## src/rtl/regfile_sb_if.sv

```systemverilog
// ============================================================================
// regfile_sb_if : read/forward/write/scoreboard bundle for regfile_sb
// Revision: 1.0
// ============================================================================
`default_nettype none

interface regfile_sb_if #(
    parameter int XLEN = 32,
    parameter int NREG = 32,
    parameter int AW   = $clog2(NREG),
    parameter int NRD  = 2,
    parameter int CNTW = 16
);
    logic                wb_we_i;
    logic [AW-1:0]       wb_waddr_i;
    logic [XLEN-1:0]     wb_wdata_i;
    logic                wb_ld_i;
    logic                mem_we_i;
    logic                mem_ld_i;
    logic [AW-1:0]       mem_waddr_i;
    logic [XLEN-1:0]     mem_wdata_i;
    logic                ex_we_i;
    logic                ex_ld_i;
    logic [AW-1:0]       ex_waddr_i;
    logic [XLEN-1:0]     ex_alu_i;
    logic                ld_issue_i;
    logic [AW-1:0]       ld_issue_addr_i;
    logic [NRD-1:0]      re_i;
    logic [NRD*AW-1:0]   raddr_i;
    logic [NRD*XLEN-1:0] rdata_o;
    logic                stallreq_o;
    logic [NREG-1:0]     pending_o;
    logic [CNTW-1:0]     stall_cnt_o;

    modport slave (
        input  wb_we_i, wb_waddr_i, wb_wdata_i, wb_ld_i,
        input  mem_we_i, mem_ld_i, mem_waddr_i, mem_wdata_i,
        input  ex_we_i, ex_ld_i, ex_waddr_i, ex_alu_i,
        input  ld_issue_i, ld_issue_addr_i, re_i, raddr_i,
        output rdata_o, stallreq_o, pending_o, stall_cnt_o
    );

    modport master (
        output wb_we_i, wb_waddr_i, wb_wdata_i, wb_ld_i,
        output mem_we_i, mem_ld_i, mem_waddr_i, mem_wdata_i,
        output ex_we_i, ex_ld_i, ex_waddr_i, ex_alu_i,
        output ld_issue_i, ld_issue_addr_i, re_i, raddr_i,
        input  rdata_o, stallreq_o, pending_o, stall_cnt_o
    );
endinterface

`default_nettype wire

```

## src/rtl/regfile_sb.sv

```systemverilog
// ============================================================================
// regfile_sb : register file with EX/MEM/WB forwarding, pending-load
//              scoreboard, load-use stall detection and stall counter
// Revision: 1.0
// ============================================================================
`default_nettype none

module regfile_sb #(
    parameter int XLEN = 32,
    parameter int NREG = 32,
    parameter int AW   = $clog2(NREG),
    parameter int NRD  = 2,
    parameter int CNTW = 16
) (
    input  wire logic    clk,
    input  wire logic    rst,
    regfile_sb_if.slave  bus
);

    logic [XLEN-1:0] regs_q [NREG];
    logic [NREG-1:0] pending_q;
    logic [NREG-1:0] pending_d;
    logic [CNTW-1:0] stall_cnt_q;
    logic [CNTW-1:0] stall_cnt_d;
    logic [NRD-1:0]  w_port_stall;
    logic            w_stall;

    generate
        for (genvar k = 0; k < NRD; k++) begin : g_rd_port
            logic [AW-1:0]   w_addr;
            logic [XLEN-1:0] w_data;
            logic            w_stl;

            assign w_addr = bus.raddr_i[k*AW +: AW];

            always_comb begin
                w_data = '0;
                w_stl  = 1'b0;
                if (!bus.re_i[k] || (w_addr == '0)) begin
                    w_data = '0;
                end else if (bus.ex_we_i && (w_addr == bus.ex_waddr_i)) begin
                    if (bus.ex_ld_i) w_stl  = 1'b1;
                    else             w_data = bus.ex_alu_i;
                end else if (bus.mem_we_i && (w_addr == bus.mem_waddr_i)) begin
                    if (bus.mem_ld_i) w_stl  = 1'b1;
                    else              w_data = bus.mem_wdata_i;
                end else if (bus.wb_we_i && (w_addr == bus.wb_waddr_i)) begin
                    // a returning load is forwarded even though its pending bit is still set
                    w_data = bus.wb_wdata_i;
                end else if (pending_q[w_addr]) begin
                    w_stl  = 1'b1;
                end else begin
                    w_data = regs_q[w_addr];
                end
            end

            assign bus.rdata_o[k*XLEN +: XLEN] = rst ? '0 : w_data;
            assign w_port_stall[k]             = w_stl;
        end
    endgenerate

    assign w_stall         = !rst && (|w_port_stall);
    assign bus.stallreq_o  = w_stall;
    assign bus.pending_o   = pending_q;
    assign bus.stall_cnt_o = stall_cnt_q;

    // Clear first so that a same-cycle issue to the same register wins.
    always_comb begin
        pending_d = pending_q;
        if (bus.wb_we_i && bus.wb_ld_i) begin
            pending_d[bus.wb_waddr_i] = 1'b0;
        end
        if (bus.ld_issue_i && (bus.ld_issue_addr_i != '0)) begin
            pending_d[bus.ld_issue_addr_i] = 1'b1;
        end
        pending_d[0] = 1'b0;
    end

    always_comb begin
        stall_cnt_d = stall_cnt_q;
        if (w_stall && !(&stall_cnt_q)) begin
            stall_cnt_d = stall_cnt_q + CNTW'(1);
        end
    end

    always_ff @(posedge clk or posedge rst) begin
        if (rst) begin
            pending_q   <= '0;
            stall_cnt_q <= '0;
            for (int i = 0; i < NREG; i++) begin
                regs_q[i] <= '0;
            end
        end else begin
            pending_q   <= pending_d;
            stall_cnt_q <= stall_cnt_d;
            if (bus.wb_we_i && (bus.wb_waddr_i != '0)) begin
                regs_q[bus.wb_waddr_i] <= bus.wb_wdata_i;
            end
        end
    end

endmodule

`default_nettype wire

```

## src/flat_wrapper.sv

```systemverilog
// flat-port wrapper written by rule: the top's interface ports become plain ports
module regfile_sb_flat 
#(
    parameter int XLEN = 32,
    parameter int NREG = 32,
    parameter int AW   = $clog2(NREG),
    parameter int NRD  = 2,
    parameter int CNTW = 16
)
  (clk, rst, bus_wb_we_i, bus_wb_waddr_i, bus_wb_wdata_i, bus_wb_ld_i, bus_mem_we_i, bus_mem_ld_i, bus_mem_waddr_i, bus_mem_wdata_i, bus_ex_we_i, bus_ex_ld_i, bus_ex_waddr_i, bus_ex_alu_i, bus_ld_issue_i, bus_ld_issue_addr_i, bus_re_i, bus_raddr_i, bus_rdata_o, bus_stallreq_o, bus_pending_o, bus_stall_cnt_o);
  regfile_sb_if #(.XLEN(XLEN), .NREG(NREG), .AW(AW), .NRD(NRD), .CNTW(CNTW)) bus_i ();
  input  wire logic clk;
  input  wire logic rst;
  input wire logic [$bits(bus_i.wb_we_i)-1:0] bus_wb_we_i;
  input wire logic [$bits(bus_i.wb_waddr_i)-1:0] bus_wb_waddr_i;
  input wire logic [$bits(bus_i.wb_wdata_i)-1:0] bus_wb_wdata_i;
  input wire logic [$bits(bus_i.wb_ld_i)-1:0] bus_wb_ld_i;
  input wire logic [$bits(bus_i.mem_we_i)-1:0] bus_mem_we_i;
  input wire logic [$bits(bus_i.mem_ld_i)-1:0] bus_mem_ld_i;
  input wire logic [$bits(bus_i.mem_waddr_i)-1:0] bus_mem_waddr_i;
  input wire logic [$bits(bus_i.mem_wdata_i)-1:0] bus_mem_wdata_i;
  input wire logic [$bits(bus_i.ex_we_i)-1:0] bus_ex_we_i;
  input wire logic [$bits(bus_i.ex_ld_i)-1:0] bus_ex_ld_i;
  input wire logic [$bits(bus_i.ex_waddr_i)-1:0] bus_ex_waddr_i;
  input wire logic [$bits(bus_i.ex_alu_i)-1:0] bus_ex_alu_i;
  input wire logic [$bits(bus_i.ld_issue_i)-1:0] bus_ld_issue_i;
  input wire logic [$bits(bus_i.ld_issue_addr_i)-1:0] bus_ld_issue_addr_i;
  input wire logic [$bits(bus_i.re_i)-1:0] bus_re_i;
  input wire logic [$bits(bus_i.raddr_i)-1:0] bus_raddr_i;
  output wire logic [$bits(bus_i.rdata_o)-1:0] bus_rdata_o;
  output wire logic [$bits(bus_i.stallreq_o)-1:0] bus_stallreq_o;
  output wire logic [$bits(bus_i.pending_o)-1:0] bus_pending_o;
  output wire logic [$bits(bus_i.stall_cnt_o)-1:0] bus_stall_cnt_o;
  assign bus_i.wb_we_i = bus_wb_we_i;
  assign bus_i.wb_waddr_i = bus_wb_waddr_i;
  assign bus_i.wb_wdata_i = bus_wb_wdata_i;
  assign bus_i.wb_ld_i = bus_wb_ld_i;
  assign bus_i.mem_we_i = bus_mem_we_i;
  assign bus_i.mem_ld_i = bus_mem_ld_i;
  assign bus_i.mem_waddr_i = bus_mem_waddr_i;
  assign bus_i.mem_wdata_i = bus_mem_wdata_i;
  assign bus_i.ex_we_i = bus_ex_we_i;
  assign bus_i.ex_ld_i = bus_ex_ld_i;
  assign bus_i.ex_waddr_i = bus_ex_waddr_i;
  assign bus_i.ex_alu_i = bus_ex_alu_i;
  assign bus_i.ld_issue_i = bus_ld_issue_i;
  assign bus_i.ld_issue_addr_i = bus_ld_issue_addr_i;
  assign bus_i.re_i = bus_re_i;
  assign bus_i.raddr_i = bus_raddr_i;
  assign bus_rdata_o = bus_i.rdata_o;
  assign bus_stallreq_o = bus_i.stallreq_o;
  assign bus_pending_o = bus_i.pending_o;
  assign bus_stall_cnt_o = bus_i.stall_cnt_o;
  regfile_sb #(.XLEN(XLEN), .NREG(NREG), .AW(AW), .NRD(NRD), .CNTW(CNTW)) u_core (.clk(clk), .rst(rst), .bus(bus_i));
endmodule
```

## config.mk

```make
export PLATFORM = sky130hd
export DESIGN_NAME = regfile_sb_flat
export DESIGN_NICKNAME = d
export VERILOG_FILES = /design/src/rtl/regfile_sb_if.sv /design/src/rtl/regfile_sb.sv /design/src/flat_wrapper.sv
export SDC_FILE = /design/constraint.sdc
export NUM_CORES = 2
export LEC_CHECK = 0
export CAP_MARGIN = 20
export CORE_ASPECT_RATIO = 1.4
export CORE_MARGIN = 5
export CORE_UTILIZATION = 45
export CTS_CLUSTER_DIAMETER = 30
export DETAILED_ROUTE_END_ITERATION = 8
export GPL_ROUTABILITY_DRIVEN = 0
export PLACE_DENSITY_LB_ADDON = 0.3
export REMOVE_ABC_BUFFERS = 1
export SETUP_SLACK_MARGIN = 0.05
export SKIP_LAST_GASP = 1
export SLEW_MARGIN = 10
export SYNTH_ARGS = -nofsm -noshare
export SYNTH_HDL_FRONTEND = slang
export SYNTH_SLANG_ARGS = --single-unit
```

## constraint.sdc

```tcl
create_clock -name clk -period 84.2 [get_ports clk]
set_input_delay 25.26 -clock clk [delete_from_list [all_inputs] [get_ports clk]]
set_output_delay 25.26 -clock clk [all_outputs]
set_load 0.02 [all_outputs]
```

==> results.py <==
metrics = {
    "floorplan": {
        "die_h_um": 439,
        "ios": 250,
        "die_x_um": 317,
        "core-area_um2": 131000,
        "rows": 157,
        "initial_utilization_pct": 45.3,
        "die-area_um2": 139000,
    },
    "critical_path": {
        "cpPeakStageDelay_ps": 800,
        "cp.required_ps": 58940,
        "cp_cell_sequence": "buf_8 -> buf_4 -> buf_4 -> buf_4 -> mux4_2 -> mux4_2 -> o21ai_1 -> nor2_1 -> a211oi_1 -> nor3_1 -> clkdlybuf4s50_1",
        "crit_arrival_ps": 30830,
        "startpoint_type": "input pin",
        "slowest_stage": "buf_4",
        "critPathMaxFanout": 61,
        "worstSetupEndpointType": "output port",
        "cp_num_buf_inv": 5,
        "critical_path.top_delay_family": "buffers and inverters",
        "r2r_setup_slack_ps": 81410,
        "r2r_end": "u_core.bus.stall_cnt_o[1]",
        "rr_startpoint": "u_core.bus.pending_o[1]",
        "critPathKind": "in2out",
        "rr_worst_depth": 8,
        "crit_path_frequent_cell": "buf_4",
    },
    "synth": {
        "synth_top_area_share_pct": 45.2,
        "synthCells": 4063,
        "async_flop_share_pct": 100,
        "synth_flop_cell": "dfrtp_1",
        "yosys.area_share.simple_pct": 3.60,
        "avgSynthCellArea_um2": 14.6,
        "synth_top_family_by_area": "multiplexers",
        "synth_top_area_cell": "dfrtp_1",
        "yosysSeqAreaShare_pct": 45.2,
        "synth_edf_count": 0,
        "yosys-mux-area-fraction_pct": 43.2,
        "synth_adder_area_share_pct": 0.0211,
        "mappedNetlistArea_um2": 59300,
        "synth_compound_area_share_pct": 3.78,
        "synth.distinct_cells": 65,
        "synth_xor_area_share_pct": 0.650,
        "yosys-top-cells-area": "dfrtp_1 45%, mux2_2 21%, mux4_2 21%",
        "yosys_warnings": 0,
        "synth-seq-cells": 1071,
    },
    "worst_hold_path": {
        "holdPathEnd": "u_core.regs_q[1015]",
        "min_from": "u_core.regs_q[1015]",
        "min_path_cells": 0,
        "hold_path.class": "reg2reg",
    },
    "final_layout": {
        "nFillCells": 10800,
        "multiInputGateArea_um2": 30600,
        "layout.nets": 4272,
        "fin_util_pct": 52.7,
        "drive_above_1_share_pct": 50.5,
        "area_growth_pct": 16.4,
        "layout.area.seq_um2": 26800,
    },
    "routing": {
        "avgRoutedWirePerCell_um": 32.8,
        "drt-total-wl_mm": 198,
        "viasPerCell": 6.65,
        "drt_drc_violations_left": 0,
        "drtIter0Drc": 4144,
        "vias": 40100,
        "dr.pass1.iters": 5,
        "ant_nets": 0,
    },
    "cts": {
        "post_cts_resized": 0,
        "postCtsSetupRepairBufs": 0,
        "cts_root_buf": "clkbuf_16",
        "h-tree-depth": 4,
        "cts_buffers": 161,
        "postCtsHoldBufs": 0,
        "cts_buffer_depth": 3,
        "clk_latency_ps": 780,
        "cts_tree": "built",
        "cts.sinks": 1071,
        "clk_pin_slew_ps": 60,
    },
    "sta": {
        "skew_ps": 10.2,
        "whs_ps": 391,
        "relSlewSlack_pct": 23.9,
        "final-setup-viol-count": 0,
        "rsz0062_at_grt": "false",
        "setup_tns_ps": 0,
        "finalMaxSlewViolations": 0,
        "max_slew.worst_pin.slew_ps": 1140,
        "hold_viol_final": 0,
        "period_share_pct": 66.6,
        "finalCriticalPeriod_ps": 56090,
        "max_freq_mhz": 17.8,
    },
    "pwr": {
        "p_int_w": 0.00127,
        "swShare_pct": 27.4,
        "power_density_nw_per_um2": 25.4,
        "power.clock.fraction_pct": 40.9,
        "seqPwrFrac_pct": 39.2,
        "comb_power_share_pct": 20.0,
        "peakVddDrop_uv": 21.4,
        "total_leakage_power_nw": 28.9,
        "p_sw_w": 0.000479,
    },
    "placement": {
        "portBuffers": 248,
        "hpwl_mm": 107,
    },
    "global_route": {
        "grt_pass1_vias": 41700,
        "grt_pass1_wl_mm": 289,
        "antenna_found_initial": 6,
        "gr-usage-all-layers_pct": 28.3,
        "grt_max_degree": 171,
        "overflow": 0,
    },
    "status": {
        "status": "finished, final reports clean",
    },
    "flow_run": {
        "maxCapViolations": 0,
    },
}
[power by group through the flow]
stage / Clock (W) / Combinational (W) / Sequential (W)
4_1_cts: 0.000724 / 0.000349 / 0.000682
3_3_place_gp: 0 / 0.000341 / 0.000684
5_1_grt: 0.000746 / 0.000373 / 0.000697
2_1_floorplan: 0 / 0.000241 / 0.000675
3_5_place_dp: 0 / 0.000348 / 0.000691
6_report: 0.000716 / 0.000349 / 0.000686
[kinds of logic (layout without fill, tap and decap cells)]
family                   count (synthesis)  count (layout)
flip-flops                            1071            1071
XOR/XNOR                                44              44
multiplexers                          1721            1721
AND/OR/NAND/NOR                        416             416
AO/OA/AOI/OAI                          339             339
buffers and inverters                  470             678
adder cells (fa/ha/maj)                  1               1
other                                    1               4
[layer usage]
layer / up-vias / share of wire [%] / wire (um) / track usage [%]
li1: 15900 / - / - / -
met1: 21600 / 39 / 77800 / 37.6
met2: 1970 / 47 / 92400 / 44.5
met3: 513 / 8.5 / 16900 / 6.91
met4: 8 / 5.3 / 10400 / 12.9
met5: - / 0.025 / 50 / 0
[sequential cells by signal, indices dropped and copies added, names as in the netlist]
name / flops
u_core.bus.pending_o: 31
u_core.bus.stall_cnt_o: 16
u_core.regs_q: 1024
[cell type report]
class | count | share of cell area, %
clock inverter | 108 | 2.02
inverter | 9 | 0.0671
sequential | 1071 | 38.8
tap | 1749 | 3.17
clock buffer | 192 | 6.40
antenna | 3 | 0.0109
timing repair buffer | 369 | 5.19
multi-input combinational | 2522 | 44.3
[placed cells by master, fill, tap and decap left out, types with 28 or more instances in the layout]
| master | netlist | final |
|---|---|---|
| a211oi_1 | 63 | 63 |
| a32oi_1 | 31 | 31 |
| buf_4 | 26 | 105 |
| clkbuf_16 | 0 | 164 |
| clkdlybuf4s50_1 | 0 | 240 |
| dfrtp_1 | 1071 | 1071 |
| mux2_2 | 1114 | 1114 |
| mux2i_1 | 42 | 42 |
| mux4_2 | 553 | 553 |
| nand2_1 | 101 | 81 |
| nor2_1 | 61 | 47 |
| nor2b_1 | 67 | 67 |
| nor3_1 | 69 | 69 |
| nor4_1 | 36 | 35 |
| o21ai_0 | 63 | 63 |
| o21ai_1 | 31 | 31 |
| o22ai_1 | 129 | 129 |
| xnor2_1 | 28 | 28 |
[cells in the mapped netlist (2+ instances only)]
cell	instances
a2111oi_2	2
a211oi_1	63
a211oi_2	2
a32oi_1	31
and2_1	3
and3_1	10
and3b_1	2
buf_1	63
buf_2	67
buf_4	26
buf_6	20
clkbuf_1	284
dfrtp_1	1071
inv_1	7
mux2_1	10
mux2_2	1114
mux2i_1	42
mux4_2	553
nand2_1	101
nand2b_1	5
nand3_1	23
nand3b_1	11
nand4_1	7
nor2_1	61
nor2b_1	67
nor3_1	69
nor3b_1	2
nor4_1	36
o211ai_1	3
o21ai_0	63
o21ai_1	31
o22ai_1	129
or2_2	3
or3_1	5
or3b_2	5
xnor2_1	28
xor2_1	16
[through the flow]
| stage | total power, W | worst slack (ps) | area (um^2) | std cells |
|---|---|---|---|---|
| floorplan | 0.000915 | 1360 | 57200 | 3602 |
| global placement | 0.00102 | 28050 | 63000 | 5707 |
| detailed placement | 0.00104 | 27950 | 63000 | 5710 |
| CTS | 0.00176 | 27970 | 68800 | 6010 |
| global route | 0.00182 | 27710 | 69000 | 6022 |
| finish | 0.00175 | 28110 | 69000 | 6023 |
[worst max path at each step]
stage,depth (start not counted),startpoint,slack [ps],to
3_5_place_dp,11,bus_raddr_i[5],27950,bus_rdata_o[58]
2_1_floorplan,3,rst,1360,bus_rdata_o[62]
5_1_grt,11,bus_raddr_i[5],27710,bus_rdata_o[54]
4_1_cts,11,bus_raddr_i[5],27970,bus_rdata_o[58]
3_3_place_gp,11,bus_raddr_i[5],28050,bus_rdata_o[58]
6_report,11,bus_raddr_i[5],28110,bus_rdata_o[58]
Power figures use the tool's default switching activity.
